## src/rtl/key_event_decoder.sv

```systemverilog
// Classifies debounced key edges into short / double / long (+ optional repeat) events.
// Latency: events are registered, one cycle after the deciding edge or counter value; no backpressure.
// Optional auto-repeat in HOLD is built only when KEY_REPEAT_EN is defined.
module key_event_decoder #(
    parameter int CNT_W      = 27,
    parameter int LONG_CYC   = 75_000_000,
    parameter int DBL_CYC    = 15_000_000,
    parameter int REPEAT_CYC = 10_000_000
) (
    input  logic clk,
    input  logic rst,
    input  logic key_flag,
    input  logic key_state,
    output logic evt_short,
    output logic evt_double,
    output logic evt_long,
    output logic evt_repeat,
    output logic busy
);

    // Timing constants must fit the counter and leave room for a terminal value.
    if (LONG_CYC < 2 || DBL_CYC < 2 || REPEAT_CYC < 2 ||
        LONG_CYC > 2**CNT_W || DBL_CYC > 2**CNT_W || REPEAT_CYC > 2**CNT_W) begin : g_bad_param
        $error("key_event_decoder: timing parameter out of range for CNT_W");
    end

    localparam logic [CNT_W-1:0] LONG_LAST = CNT_W'(LONG_CYC - 1);
    localparam logic [CNT_W-1:0] DBL_LAST  = CNT_W'(DBL_CYC - 1);

    typedef enum logic [4:0] {
        IDLE   = 5'b00001,
        PRESS1 = 5'b00010,
        WAIT2  = 5'b00100,
        PRESS2 = 5'b01000,
        HOLD   = 5'b10000
    } state_t;

    state_t           state, state_nxt;
    logic [CNT_W-1:0] cnt, cnt_nxt;
    logic             prs_edge, rel_edge;
    logic             short_nxt, double_nxt, long_nxt;

    assign prs_edge = key_flag & ~key_state;
    assign rel_edge = key_flag &  key_state;

`ifdef KEY_REPEAT_EN
    localparam logic [CNT_W-1:0] REP_LAST = CNT_W'(REPEAT_CYC - 1);
    logic repeat_nxt;
`endif

    always_comb begin
        state_nxt  = state;
        cnt_nxt    = (state == IDLE) ? cnt : cnt + 1'b1;
        short_nxt  = 1'b0;
        double_nxt = 1'b0;
        long_nxt   = 1'b0;
`ifdef KEY_REPEAT_EN
        repeat_nxt = 1'b0;
`endif
        // Edges are tested before timeouts so an edge on the terminal count wins.
        case (state)
            IDLE: begin
                if (prs_edge) state_nxt = PRESS1;
            end
            PRESS1: begin
                if (rel_edge) begin
                    state_nxt = WAIT2;
                end else if (cnt == LONG_LAST) begin
                    state_nxt = HOLD;
                    long_nxt  = 1'b1;
                end
            end
            WAIT2: begin
                if (prs_edge) begin
                    state_nxt = PRESS2;
                end else if (cnt == DBL_LAST) begin
                    state_nxt = IDLE;
                    short_nxt = 1'b1;
                end
            end
            PRESS2: begin
                if (rel_edge) begin
                    state_nxt  = IDLE;
                    double_nxt = 1'b1;
                end else if (cnt == LONG_LAST) begin
                    state_nxt = HOLD;
                    long_nxt  = 1'b1;
                end
            end
            HOLD: begin
                if (rel_edge) begin
                    state_nxt = IDLE;
`ifdef KEY_REPEAT_EN
                end else if (cnt == REP_LAST) begin
                    repeat_nxt = 1'b1;
                    cnt_nxt    = '0;
`endif
                end
            end
            default: state_nxt = IDLE;
        endcase
        if (state_nxt != state) cnt_nxt = '0;
    end

    always_ff @(posedge clk) begin
        if (rst) begin
            state      <= IDLE;
            cnt        <= '0;
            evt_short  <= 1'b0;
            evt_double <= 1'b0;
            evt_long   <= 1'b0;
            busy       <= 1'b0;
        end else begin
            state      <= state_nxt;
            cnt        <= cnt_nxt;
            evt_short  <= short_nxt;
            evt_double <= double_nxt;
            evt_long   <= long_nxt;
            busy       <= (state_nxt != IDLE);
        end
    end

`ifdef KEY_REPEAT_EN
    always_ff @(posedge clk) begin
        if (rst) evt_repeat <= 1'b0;
        else     evt_repeat <= repeat_nxt;
    end
`else
    assign evt_repeat = 1'b0;
`endif

endmodule

```

## config.mk

```make
export PLATFORM = sky130hd
export DESIGN_NAME = key_event_decoder
export DESIGN_NICKNAME = d
export VERILOG_FILES = /design/src/rtl/key_event_decoder.sv
export SDC_FILE = /design/constraint.sdc
export NUM_CORES = 1
export LEC_CHECK = 0
export CAP_MARGIN = 30
export CORE_ASPECT_RATIO = 0.9
export CORE_UTILIZATION = 50
export DETAILED_ROUTE_END_ITERATION = 7
export HOLD_SLACK_MARGIN = 0.15
export PLACE_DENSITY = 0.76
export SYNTH_ARGS = -nofsm -noshare
export SYNTH_HDL_FRONTEND = slang
export SYNTH_SLANG_ARGS = --single-unit
```

## constraint.sdc

```tcl
create_clock -name clk -period 4.95 [get_ports clk]
set_clock_uncertainty 0.15 [all_clocks]
set_input_delay 1.485 -clock clk [delete_from_list [all_inputs] [get_ports clk]]
set_output_delay 1.485 -clock clk [all_outputs]
set_load 0.05 [all_outputs]
```

# After elaboration in Yosys (flattened, before gate mapping)
# Cells that the tools add are included.
[totals] latch_bits=0 mem_bits_rw=0 romBits=0 elab_cells=38 inputBits=4 reg_bits=36 n_memories=0 out_inout_bits=5
[op_classes] n_eq_ne=9 n_bitwise=6 n_reduce_logical=5 div_mod_pow=0 n_mux=11 shift=0 mul=0 n_lt_le_gt_ge=0 add_sub_neg=1
[ops] cell="$mux 5" n=7
[ops] cell="$add 27x1->27 const B" n=1
[ops] cell="$eq 27x24->1 const B" n=1
[ops] cell="$eq 27x27->1 const B" n=1
[ops] cell="$pmux 5 s5" n=1
[ops] cell="$reduce_or 2->1" n=3
[ops] cell="$reduce_or 3->1" n=2
[ops] cell="$eq 5x1->1 const B" n=1
[ops] cell="$eq 5x2->1 const B" n=1
[ops] cell="$eq 5x3->1 const B" n=1
[ops] cell="$eq 5x4->1 const B" n=1
[ops] cell="$eq 5x5->1 const B" n=1
[ops] cell="$ne 5x1->1 const B" n=1
[ops] cell="$ne 5x5->1" n=1
[ops] cell="$not 1->1" n=4
[ops] cell="$mux 1" n=3
[ops] cell="$and 1x1->1" n=2

# Logic depth before layout (Yosys ltp)
# Gate-level depths: netlist of the first run.
[depth] word_depth=6 mapped_depth=8

# Worst setup path after synthesis of the first run
# Ideal clock, no wire load.
[synth_timing] path_type="input -> register" from="in key_flag" to="reg cnt[10]" arrival_time_ns=2.572 n_path_buf=1 cell_stages=6 t_required_ns=4.675 setup_slack_ns=2.104 path_cell_list="nor2b_1 a21boi_0 o22a_1 o2111ai_4 buf_6 nor3_2"
[synth_via] elab_chain_cells=5
[synth_lines] element="start: declaration" line_no="12" source="input logic key_flag,"
[synth_lines] element="$and 1x1->1 (on tied branches)" line_no="44, 43"
[synth_lines] element="$mux 5 (on tied branches)"
[synth_lines] element="$pmux 5 s5 *" line_no="61" source="case (state)"
[synth_lines] element="$ne 5x5->1 *" line_no="102" source="if (state_nxt != state) cnt_nxt = '0;"
[synth_lines] element="$reduce_or 2->1 (no source line) *"
[synth_lines] element="end signal: assignment" line_no="115" source="cnt <= cnt_nxt;"
[synth_lines] element="end: declaration" line_no="39" source="logic [CNT_W-1:0] cnt, cnt_nxt;"
# Mark *: on every way between the ends. The rest lies on a longest branch, timed or not.
# A chain may end at the register's enable or synchronous reset.

# Worst setup path in the final report of the first run
[layout_timing] from="in key_flag" to="reg cnt[1]"
# Same word-level chain as after synthesis.

==> results by stage, run 1 <==
Worst setup path:
- The total buffers and inverters traversed by the critical path is 2.
- The biggest fanout along the worst timing path is 17.
- At the worst endpoint, the arrival time is 3560 ps.
- The path depth of the worst reg2reg path is 5.
- The signal on the critical path passes through clkdlybuf4s50_1 > nor2b_1 > a21boi_0 > o22a_1 > o2111ai_4 > buf_16 > nor3_1.
- The highest-delay cell along the critical path is clkdlybuf4s50_1.
- The critical setup path kind is input port to register.
- The setup check on the worst reg-to-reg path leaves a slack of approximately 2500 ps.
- In this run the critical register-to-register path is captured at cnt[1].
- The worst register-to-register path begins at cnt[6].
- The worst setup path is captured at a register.
- At the worst endpoint, the required time is about 5000 ps.
- In this design, the stage delay of the slowest critical-path cell is 580 ps.
- The cell family contributing the most delay on the critical path is buffers and inverters.
- The sort of element at the start of the critical path is an input port.

Synth:
- The number of nets produced by synthesis is 241.
- Yosys mapped a number of flops with a built-in enable equal to 0.
- Yosys printed 0 warnings.
- After synthesis, the share of flip-flops with an asynchronous set or reset is 0%.
- The synthesized area per cell is around 9.3 µm².
- Among all flip-flop cells after synthesis, the most frequent one is dfxtp_1.
- Synthesis produced between 200 and 250 cells.
- The number of different library cells used by synthesis comes to 59.
- Sequential cells were found to cover around a third of the synthesized design area.
- The mapped netlist covers about 2200 µm².
- After synthesis the netlist holds a flip-flop and latch count of 36.

GRT:
- The via count of the first global-routing pass was 1595.
- The all-layer global routing usage is 20.8%.
- The total global routing overflow is 0.
- The maximum number of pins on one net before global-route repair is 30.
- The global-route wire length before repair is 7.34 mm.
- The initial antenna violation count was 0.

CTS:
- Counting every sink on the clock net gives 36.
- After clock tree synthesis, the clock-pin slew on the worst setup and hold paths is about 70 ps.
- The total of hold buffers inserted after clock tree synthesis is 0.
- The TritonCTS buffer count is 5.
- The cell sitting at the root of the clock tree is a clkbuf_8.
- The TritonCTS clock tree is built.
- The maximum clock path buffer count is 2.
- The total of cells resized after clock tree synthesis is 0.
- The H-tree depth reported by CTS is 2.
- The total setup buffers inserted after CTS is 0.
- The clock latency reported for the late side of the worst-skew pair is 290 ps.

Drt:
- The mean number of vias per cell is 5.71.
- The first-pass detailed-route iteration total is 5.
- The routed layout has ~1700 vias.
- The average detailed-routed wire length per instance is 14.8 µm.
- The first routing iteration left between 100 and 150 violations.
- For this run, design rule violations remaining after detail routing come to 0.
- In this run the remaining antenna-violating nets after routing total 0.
- The routed design has between 4 and 5 mm of wire.

Power and ir drop:
- The power dissipated by switching net loads is ~0.15 mW.
- For this design the static power due to leakage is between 0.7 and 0.8 nW.
- The total power per unit cell area is 248 nW/µm².
- The switching share of total power is between 20% and 30%.
- The internal power of the cells totals approximately 0.43 mW.
- In this run, the clock network consumes a little under two fifths of the power.
- IR analysis of the VDD net gives a maximum drop of between 0.00015 and 0.0002 V.
- The combinational fraction of design power is about 12%.
- The design draws just under 0.6 mW.
- The share of total power in sequential cells is between 50% and 60%.

Timing:
- Setup violations remaining at the end of the flow were counted as 0.
- Setup repair after global routing left no endpoint under its margin.
- The total negative setup slack is 0 ps.
- For this run, the top clock speed supported by timing is around 280 MHz.
- The clock period could shrink to about 3500 ps.
- The normalized max-slew margin is 47.5%.
- Dividing the final minimum period by the clock period gives 71.7%.
- At the pin with the least slew margin, the transition time is approximately 800 ps.
- The number of hold-slack violations in the final timing report was 0.
- The max-slew violation count is 0.

Die:
- The I/O pin count is 9.
- The total die area is approximately 4700 µm².
- For this configuration, the core starts out at a cell density of 52.9%.
- From bottom edge to top edge, the die measures approximately 65 µm.
- The floorplan has 22 rows.
- The floorplan step set the die width to between 70 and 80 µm.
- The core region is 4160 µm².

Status:
- The flow ran to the end, and the final reports show no timing, DRC or antenna violations.

Hold path:
- The worst hold path terminates at cnt[1].
- The worst hold path depth is 2.
- The worst hold path begins at cnt[1].
- The worst hold path class is register to register.

Place:
- At the end of routability-driven placement, the weighted congestion stood at between 0.8 and 0.9.
- Summed over all nets, the half-perimeter wirelength after detailed placement is approximately 3.0 mm.
- During placement, the flow inserted port buffers numbering 7.

Flow run:
- The max-capacitance violation count is 0.

Final layout:
- From synthesis to final layout, the design area changed by 7.80%.
- The fraction of layout cells with a size suffix above 1 is 18.9%.
- The number of antenna repair diodes is 0.
- The net count of the finished layout is about 240.
==> worst max path at each step <==
stage               startpoint  endpoint  cells past startpoint
CTS                   key_flag    cnt[3]                      7
finish                key_flag    cnt[1]                      7
detailed placement    key_flag    cnt[1]                      7
global placement      key_flag    cnt[1]                      6
floorplan             key_flag   cnt[10]                      6
global route          key_flag    cnt[3]                      7
==> cells in the final DEF (no fill, tap or decap), types with 3 or more instances in the layout <==
cell type | netlist | final
a21oi_1 | 3 | 3
and2_1 | 3 | 3
and4_1 | 4 | 4
clkbuf_8 | 0 | 6
clkdlybuf4s50_1 | 0 | 7
dfxtp_1 | 36 | 36
inv_1 | 7 | 7
nand2_1 | 17 | 17
nand2b_1 | 5 | 5
nand3_1 | 4 | 4
nand3b_1 | 3 | 3
nand4_1 | 8 | 8
nor2_1 | 13 | 13
nor3_1 | 15 | 15
nor3_2 | 24 | 24
nor4_1 | 4 | 4
o21ai_0 | 3 | 3
xnor2_1 | 19 | 19
xor2_1 | 8 | 8
==> worst reg2reg max path: stages (launching register included) <==
cell and delay (ps):
dfxtp_1 390, nor4b_1 580, nand4_1 290, o2111ai_4 590, buf_16 230, nor3_1 70
==> kinds of logic (layout without fill, tap and decap cells) <==
family	count (synthesis)	after routing	synth area share [%]
multiplexers	1	1	0.456
buffers and inverters	22	24	6.04
flip-flops	36	36	32.8
adder cells (fa/ha/maj)	1	1	0.569
other	1	1	0.171
AO/OA/AOI/OAI	26	26	10.3
AND/OR/NAND/NOR	122	122	39.0
XOR/XNOR	27	27	10.8
==> per-layer routing <==
metal / vias up / share of wire [%] / GRT usage [%]
met4: 0 / 1.3 / 9.56
li1: 861 / - / -
met1: 799 / 49 / 26.7
met2: 36 / 45 / 32.3
met3: 5 / 4.7 / 5.60
met5: - / 0 / 0
==> power by group through the flow <==
stage / registers (mW) / logic (mW) / clock network (mW)
CTS: 0.297 / 0.0720 / 0.221
finish: 0.297 / 0.0719 / 0.217
global placement: 0.303 / 0.0619 / 0
detailed placement: 0.304 / 0.0717 / 0
global route: 0.297 / 0.0776 / 0.237
floorplan: 0.305 / 0.0551 / 0
==> flip-flops by register name, indices dropped and copies added (netlist names) <==
signal and count:
evt_double 1, evt_long 1, state 5, cnt 27, busy 1, evt_short 1
==> through the flow <==
stage	area (µm²)	util, %	cells	hold slack [ps]	worst slack [ps]
3_5_place_dp	2280	54.8	290	411	1120
5_1_grt	2370	57.0	298	460	1310
4_1_cts	2370	57.0	298	425	1410
6_report	2370	57.0	298	427	1400
2_1_floorplan	2200	-	236	374	2100
3_3_place_gp	2250	54.2	289	406	1160
==> synth_stat cells, types with 2 or more instances <==
cell type,count,area [µm²]
dfxtp_1,36,721
nor3_2,24,240
xnor2_1,19,166
nand2_1,17,63.8
nor3_1,15,75.1
nor2_1,13,48.8
nand4_1,8,50.1
xor2_1,8,70.1
inv_1,7,26.3
nand2b_1,5,31.3
and4_1,4,35.0
buf_2,4,20.0
clkbuf_1,4,15.0
nand3_1,4,20.0
nor4_1,4,25.0
a21oi_1,3,15.0
and2_1,3,18.8
nand3b_1,3,22.5
o21ai_0,3,15.0
a211oi_1,2,15.0
a21boi_0,2,15.0
a221oi_1,2,17.5
a2bb2oi_1,2,17.5
buf_4,2,15.0
buf_6,2,22.5
buf_8,2,30.0
nand4b_1,2,17.5
nor4_2,2,25.0
nor4_4,2,42.5
or2_2,2,12.5
or3_1,2,12.5
==> final cells by class <==
type	instances	area (µm²)
Fill cell	372	1790
Tap cell	60	75.1
Multi-Input combinational cell	178	1350
Inverter	7	26.3
Sequential cell	36	721
Clock buffer	8	90.1
Timing Repair Buffer	9	105
(Power assumes the default switching activity.)
==> inputs of run 2 (changes only) <==
--- a/config.mk
+++ b/config.mk
@@ -10,7 +10,7 @@
 export CORE_UTILIZATION = 50
 export DETAILED_ROUTE_END_ITERATION = 7
 export HOLD_SLACK_MARGIN = 0.15
-export PLACE_DENSITY = 0.76
+export PLACE_DENSITY = 0.78
 export SYNTH_ARGS = -nofsm -noshare
 export SYNTH_HDL_FRONTEND = slang
 export SYNTH_SLANG_ARGS = --single-unit
==> constraint.sdc (replaced) <==
create_clock -name clk -period 2.85 [get_ports clk]
set_clock_uncertainty 0.15 [all_clocks]
set_input_delay 0.855 -clock clk [delete_from_list [all_inputs] [get_ports clk]]
set_output_delay 0.855 -clock clk [all_outputs]
set_load 0.05 [all_outputs]
==> run 2 against run 1 <==
Effect of this change:
- count of clock-buffer cells in the layout is 1 lower
- critical path depth stayed put
- sequential power is 73% higher
- flip-flop and latch count stayed put
- highest routed layer unchanged
==> results by stage, run 2 (synthesis gave the netlist of run 1 again) <==
CTS:
- The H-tree depth reported by CTS is 2 (unchanged).
- The register clock-pin slew on the reported worst setup and hold paths is 70 ps (about the same).
- The maximum clock path buffer count is 2 (unchanged).
- The total of cells resized after clock tree synthesis is 0 (unchanged).
- The TritonCTS buffer count is 5 (unchanged).
- The total setup buffers inserted after CTS is 0 (unchanged).
- The clock tree root driver cell is clkbuf_8.
- The number of clock sinks seen by CTS is 36 (unchanged).
- TritonCTS built the clock tree.
- The total of hold buffers inserted after clock tree synthesis is 0 (unchanged).
- The clock latency reported for the late side of the worst-skew pair is 290 ps (about the same).

Drt:
- The post-route antenna net violation count is 0 (unchanged).
- The residual DRC count was 0 (unchanged).
- The routed via count is 1688 (-0.76%).
- The average detailed-routed wire length per instance is 13.8 µm (-6.6%).
- The routed wire length is 4.19 mm (-5.0%).
- The first-pass detailed-route iteration total is 4 (-1).
- The mean number of vias per cell is 5.57 (-2.4%).
- The number of DRC markers after the initial detailed-route iteration is 88 (-23%).

Final layout:
- The area added between synthesis and finish is 9.91%.
- In the layout the commonest cells are 36 x dfxtp_1, 24 x nor3_2, 19 x xnor2_1, 17 x nand2_1, 15 x nor3_1.
- The largest registers in the layout are cnt: 27 flops, state: 5 flops.
- The number of nets at the end of the flow is 247 (+2.1%).
- The number of antenna repair diodes was 0 (unchanged).
- The top register by number of flip-flops is cnt.
- The fraction of layout cells with a size suffix above 1 is 21.0% (+2.1 points).
- The post-route standard cell area excluding fillers came to 2410 µm² (+2.0%).
- The most frequent standard cell in the layout excluding fill and tap cells is dfxtp_1.
- The number of flip-flops in the largest register is 27 (unchanged).

Timing:
- The final critical path takes up ~89% of the cycle.
- The number of hold-slack violations in the final timing report is 0 (unchanged).
- The worst-margin pin slew was 687 ps (-101 ps).
- The max-slew violation count came to 0 (unchanged).
- The final worst setup slack is 304 ps (-1100 ps).
- The minimum period implied by the final worst setup slack is 2550 ps.
- The total negative setup slack was 0 ps (unchanged).
- The normalized max-slew margin was 54.0% (+6.5 points).
- Derived from the worst setup path, the maximum achievable clock frequency is 393 MHz.
- The worst hold margin is 418 ps (-9.16 ps).
- Setup repair after global routing left no endpoint under its margin.
- The setup-violating endpoint count in the final report is 0 (unchanged).

GRT:
- The global-route wire length before repair is 7.22 mm (-1.6%).
- The all-layer global routing usage is 20.0% (-0.80 points).
- The maximum number of pins on one net before global-route repair came to 27 (-10%).
- The total global routing overflow is 0 (unchanged).
- The initial antenna violation count came to 0 (unchanged).
- The via count of the first global-routing pass was 1582 (-0.82%).

Die:
- The total die area came to 4660 µm² (unchanged).
- The standard-cell row count was 22 (unchanged).
- The initial cell density of the core is 52.9% (unchanged).
- The die width is 71.9 µm (unchanged).
- The vertical die dimension is 64.9 µm (unchanged).
- The I/O pin count is 9 (unchanged).
- The standard cell core area is 4160 µm² (unchanged).

Worst setup path:
- The launching point of the worst reg2reg path is cnt[7].
- In this run the worst setup path terminates at cnt[4].
- STA classifies the critical path endpoint as a register.
- The data arrival time of the worst path came to 2610 ps (-950 ps).
- The register-to-register path setup slack came to 480 ps (-2040 ps).
- The biggest fanout along the worst timing path is 20 (+3).
- The endpoint identified for the worst register-to-register timing path is cnt[1].
- The sort of element at the start of the critical path is an input port.
- The worst setup path startpoint is key_state.
- The path depth of the worst reg2reg path is 5 (unchanged).
- The worst endpoint required time is 2910 ps (-2050 ps).
- The highest cell delay on the worst timing path is 510 ps (-70 ps).
- The critical setup path kind is input port to register.
- The highest-delay cell along the critical path is clkdlybuf4s50_1.
- Traced cell by cell, the critical path runs through clkdlybuf4s50_1 > nand2_1 > a221oi_1 > o21ai_0 > o2111ai_4 > buf_12 > nor3_1.

Hold path:
- The worst hold path class is register to register.

Place:
- The half-perimeter wire length of the detailed placement result is 3.03 mm (+0.95%).
- The total of buffers placed on input and output ports is 7 (unchanged).
- The cell area after placement is 2320 µm² (+1.9%).
- The global placement routability congestion was 0.828 (+0.49%).
- The post-placement worst setup slack came to 7.88 ps (-1110 ps).

Power and ir drop:
- The total power of the final layout was 1.02 mW (+74%).
- The reported leakage power was 0.751 nW (+3.4%).
- The total power per unit cell area is 423 nW/µm² (+71%).
- The largest voltage drop on the vdd net is 0.000322 V (+77%).

Flow run:
- The max-capacitance violation count is 0 (unchanged).

Status:
- The flow ran to the end, and the final reports show no timing, DRC or antenna violations.
==> run 2: worst min-delay path by stage <==
stage | start | endpoint | slack, ps | depth (start not counted)
global route | cnt[1] | cnt[1] | 450 | 2
floorplan | cnt[1] | cnt[1] | 370 | 2
global placement | cnt[22] | cnt[22] | 400 | 2
detailed placement | cnt[1] | cnt[1] | 400 | 2
finish | cnt[1] | cnt[1] | 420 | 2
CTS | cnt[1] | cnt[1] | 420 | 2
==> run 2: final cells by class <==
class | instances | area [µm²]
Clock buffer | 7 | 86.3
Clock inverter | 1 | 7.51
Fill cell | 363 | 1740
Inverter | 7 | 26.3
Multi-Input combinational cell | 178 | 1350
Sequential cell | 36 | 721
Tap cell | 60 | 75.1
Timing Repair Buffer | 14 | 148
==> run 2: per-layer routing <==
| layer | up-vias | wire, µm | part of all wire [%] | track usage (%) |
|---|---|---|---|---|
| li1 | 867 | - | - | - |
| met1 | 792 | 2170 | 52 | 27.0 |
| met2 | 23 | 1810 | 43 | 30.5 |
| met3 | 6 | 139 | 3.3 | 4.98 |
| met4 | 0 | 63 | 1.5 | 7.60 |
| met5 | - | 0 | 0 | 0 |
==> run 2: where the power goes <==
| part | leakage [nW] | total (mW) | switching (mW) | internal [mW] |
|---|---|---|---|---|
| combinational | 0.416 | 0.127 | 0.0791 | 0.0480 |
| sequential | 0.290 | 0.515 | 0.00732 | 0.508 |
| clock | 0.0445 | 0.379 | 0.183 | 0.196 |
| total | 0.751 | 1.02 | 0.269 | 0.752 |
==> run 2: metrics by stage <==
step | std cells | util [%]
floorplan | 236 | -
finish | 303 | 58.1
CTS | 303 | 58.1
detailed placement | 295 | 55.8
global route | 303 | 58.1
global placement | 295 | 55.8
==> run 2: critical path: cells and delay by family <==
kind | cells | cell delay [ps]
buffers and inverters | 2 | 730
AOI/OAI and AO/OA | 3 | 610
and+or+nand+nor | 2 | 400
==> inputs of run 3 (changes only) <==
--- a/config.mk
+++ b/config.mk
@@ -7,10 +7,11 @@
 export LEC_CHECK = 0
 export CAP_MARGIN = 30
 export CORE_ASPECT_RATIO = 0.9
-export CORE_UTILIZATION = 50
+export CORE_UTILIZATION = 54
+export CTS_CLUSTER_DIAMETER = 80
 export DETAILED_ROUTE_END_ITERATION = 7
 export HOLD_SLACK_MARGIN = 0.15
-export PLACE_DENSITY = 0.78
+export PLACE_DENSITY = 0.83
 export SYNTH_ARGS = -nofsm -noshare
 export SYNTH_HDL_FRONTEND = slang
 export SYNTH_SLANG_ARGS = --single-unit
==> run 3 against run 2 <==
Effect of this change:
- critical path depth is 1 lower
- largest power group unchanged
- via count increased by 4.1%
- count of clock-buffer cells in the layout grew 1
- critical endpoint is now cnt[0]
- power down 0.83%
- first-iteration DRC count is 95% higher
- register-to-register slack improved by 20 ps
- combinational power hardly changed
- die area shrank 7.2%
- utilization increased by 5.1 points
==> results by stage, run 3 (synthesis gave the netlist of run 1 again) <==
Flow run:
- The max-capacitance violation count is 0 (unchanged).

Power and ir drop:
- The reported leakage power came to 0.763 nW (+1.6%).
- The total power per unit cell area is 421 nW/µm² (-0.58%).
- The largest voltage drop on the vdd net was 0.000292 V (-9.3%).

GRT:
- The maximum number of pins on one net before global-route repair came to 30 (+11%).
- The global-route track usage on met1 is 31.1% (+4.1 points).
- The global-route wire length before repair came to 7.75 mm (+7.3%).
- The via count of the first global-routing pass was 1627 (+2.8%).
- The total global routing overflow is 0 (unchanged).
- met2 is the most crowded layer.
- The met3 track demand over resource in global routing is 4.35% (-0.62 points).
- The all-layer global routing usage was 22.2% (+2.3 points).
- The initial antenna violation count is 0 (unchanged).
- The global-route met2 utilization is 34.5% (+3.9 points).

CTS:
- The total of hold buffers inserted after clock tree synthesis is 0 (unchanged).
- The total of cells resized after clock tree synthesis was 0 (unchanged).
- The clock latency reported for the late side of the worst-skew pair is 280 ps (about the same).
- The clock tree root driver cell is clkbuf_8.
- The register clock-pin slew on the reported worst setup and hold paths came to 70 ps (about the same).
- The total setup buffers inserted after CTS was 0 (unchanged).
- The maximum clock path buffer count came to 2 (unchanged).
- The number of clock sinks seen by CTS is 36 (unchanged).
- The TritonCTS buffer count came to 5 (unchanged).
- The TritonCTS clock tree is built.
- The H-tree depth reported by CTS is 2 (unchanged).

Drt:
- The routed wire length is 4.39 mm (+4.9%).
- The average detailed-routed wire length per instance is 15.1 µm (+9.2%).
- The post-route antenna net violation count is 0 (unchanged).
- The routed via count is 1758 (+4.1%).
- The residual DRC count is 0 (unchanged).
- The mean number of vias per cell is 6.04 (+8.4%).
- The first-pass detailed-route iteration total was 4 (unchanged).
- The number of DRC markers after the initial detailed-route iteration was 172 (+95%).

Worst setup path:
- The kind of end point of the critical path is a register.
- The highest cell delay on the worst timing path was 500 ps (about the same).
- The biggest fanout along the worst timing path was 29 (+45%).
- The highest-delay cell along the critical path is clkdlybuf4s50_1.
- The signal on the critical path passes through clkdlybuf4s50_1 > nor2b_1 > buf_4 > o41ai_2 > buf_12 > nor3_1.
- The data arrival time of the worst path is 2450 ps (-160 ps).
- The critical path is of the input port to register type.
- The worst endpoint required time is 2870 ps (-40 ps).
- The worst setup path is launched from an input port.

Die:
- The standard-cell row count was 21 (-4.5%).
- The die width is 69.2 µm (-3.7%).
- The initial cell density of the core came to 57.7% (+4.8 points).
- The standard cell core area is 3810 µm² (-8.3%).
- The total die area came to 4330 µm² (-7.2%).
- The vertical die dimension was 62.5 µm (-3.7%).
- The I/O pin count is 9 (unchanged).

Final layout:
- The largest registers in the layout are cnt: 27 flops, state: 5 flops.
- The number of antenna repair diodes is 0 (unchanged).
- The top register by number of flip-flops is cnt.
- The number of flip-flops in the largest register is 27 (unchanged).
- The fraction of layout cells with a size suffix above 1 is 21.2% (+0.24 points).
- Leaving out fill and tap cells, the most frequent cell in the layout is dfxtp_1.
- The area added between synthesis and finish is 9.62%.
- The number of nets at the end of the flow is 249 (+0.81%).
- The number of fill cells is 328 (-9.6%).
- The top cell types in the final layout, fill and taps aside, are 36 x dfxtp_1, 24 x nor3_2, 19 x xnor2_1, 17 x nand2_1, 15 x nor3_1.

Timing:
- The max-slew violation count is 0 (unchanged).
- The setup-violating endpoint count in the final report came to 0 (unchanged).
- The final worst setup slack is 417 ps (+112 ps).
- The post-route fraction of the period consumed by the critical path is 85.4% (-3.9 points).
- The number of hold-slack violations in the final timing report is 0 (unchanged).
- The normalized max-slew margin is 48.2% (-5.8 points).
- The total negative setup slack is 0 ps (unchanged).
- The minimum period implied by the final worst setup slack is 2430 ps (-112 ps).
- Setup repair after global routing left no endpoint under its margin.
- The maximum achievable frequency was 411 MHz (+4.6%).
- The worst-margin pin slew is 777 ps (+89.9 ps).

Place:
- The post-placement worst setup slack was 133 ps (+125 ps).
- The half-perimeter wire length of the detailed placement result is 3.19 mm (+5.5%).
- The total of buffers placed on input and output ports is 7 (unchanged).
- The global placement routability congestion is 0.816 (-1.5%).

Status:
- The run finished with clean final reports.

Hold path:
- The tightest min-delay check is of the register to register type.
[run 3: cell count changes in the layout (fill, tap and decap cells not counted)]
cell	change
buf_4	+2
clkbuf_1	+1
clkinvlp_4	-1
[run 3: final timing paths]
path,startpoint,endpoint,slack [ps],cells past startpoint
setup reg to reg,cnt[6],cnt[0],500,5
hold reg to reg,cnt[1],cnt[1],420,2
hold / removal,cnt[1],cnt[1],420,2
setup / recovery,key_flag,cnt[0],420,6
[run 3: metal layers]
| layer | share of wire (%) | wire length [µm] |
|---|---|---|
| met5 | 0 | 0 |
| met4 | 1.1 | 48 |
| met3 | 5.8 | 256 |
| met2 | 46 | 2010 |
| met1 | 47 | 2070 |
[run 3: where the power goes]
part	total (mW)	leakage [nW]	internal, mW	switching [mW]
registers	0.514	0.290	0.508	0.00584
clock network	0.369	0.0455	0.197	0.172
logic	0.130	0.427	0.0481	0.0815
[run 3: stage by stage]
stage / util, % / hold slack, ps / power (mW) / area, µm² / cells
finish: 63.2 / 418 / 1.01 / 2410 / 291
global route: 63.2 / 464 / 1.06 / 2410 / 291
CTS: 63.2 / 430 / 1.02 / 2410 / 291
detailed placement: 60.9 / 416 / 0.655 / 2320 / 283
global placement: 60.9 / 408 / 0.653 / 2320 / 283
floorplan: - / 374 / 0.625 / 2200 / 236
[run 3: worst max-delay path, delay by kind of cell]
family	cells	cell delay (ps)
compound gates	1	370
buf+inv	3	920
simple gates	2	280
[run 3: area by class of cell]
type	count	area (µm²)	share of cell area (%)
multi-input combinational	178	1350	56.1
sequential	36	721	29.9
timing repair buffer	16	163	6.75
clock buffer	8	90.1	3.74
tap	46	57.6	2.39
inverter	7	26.3	1.09
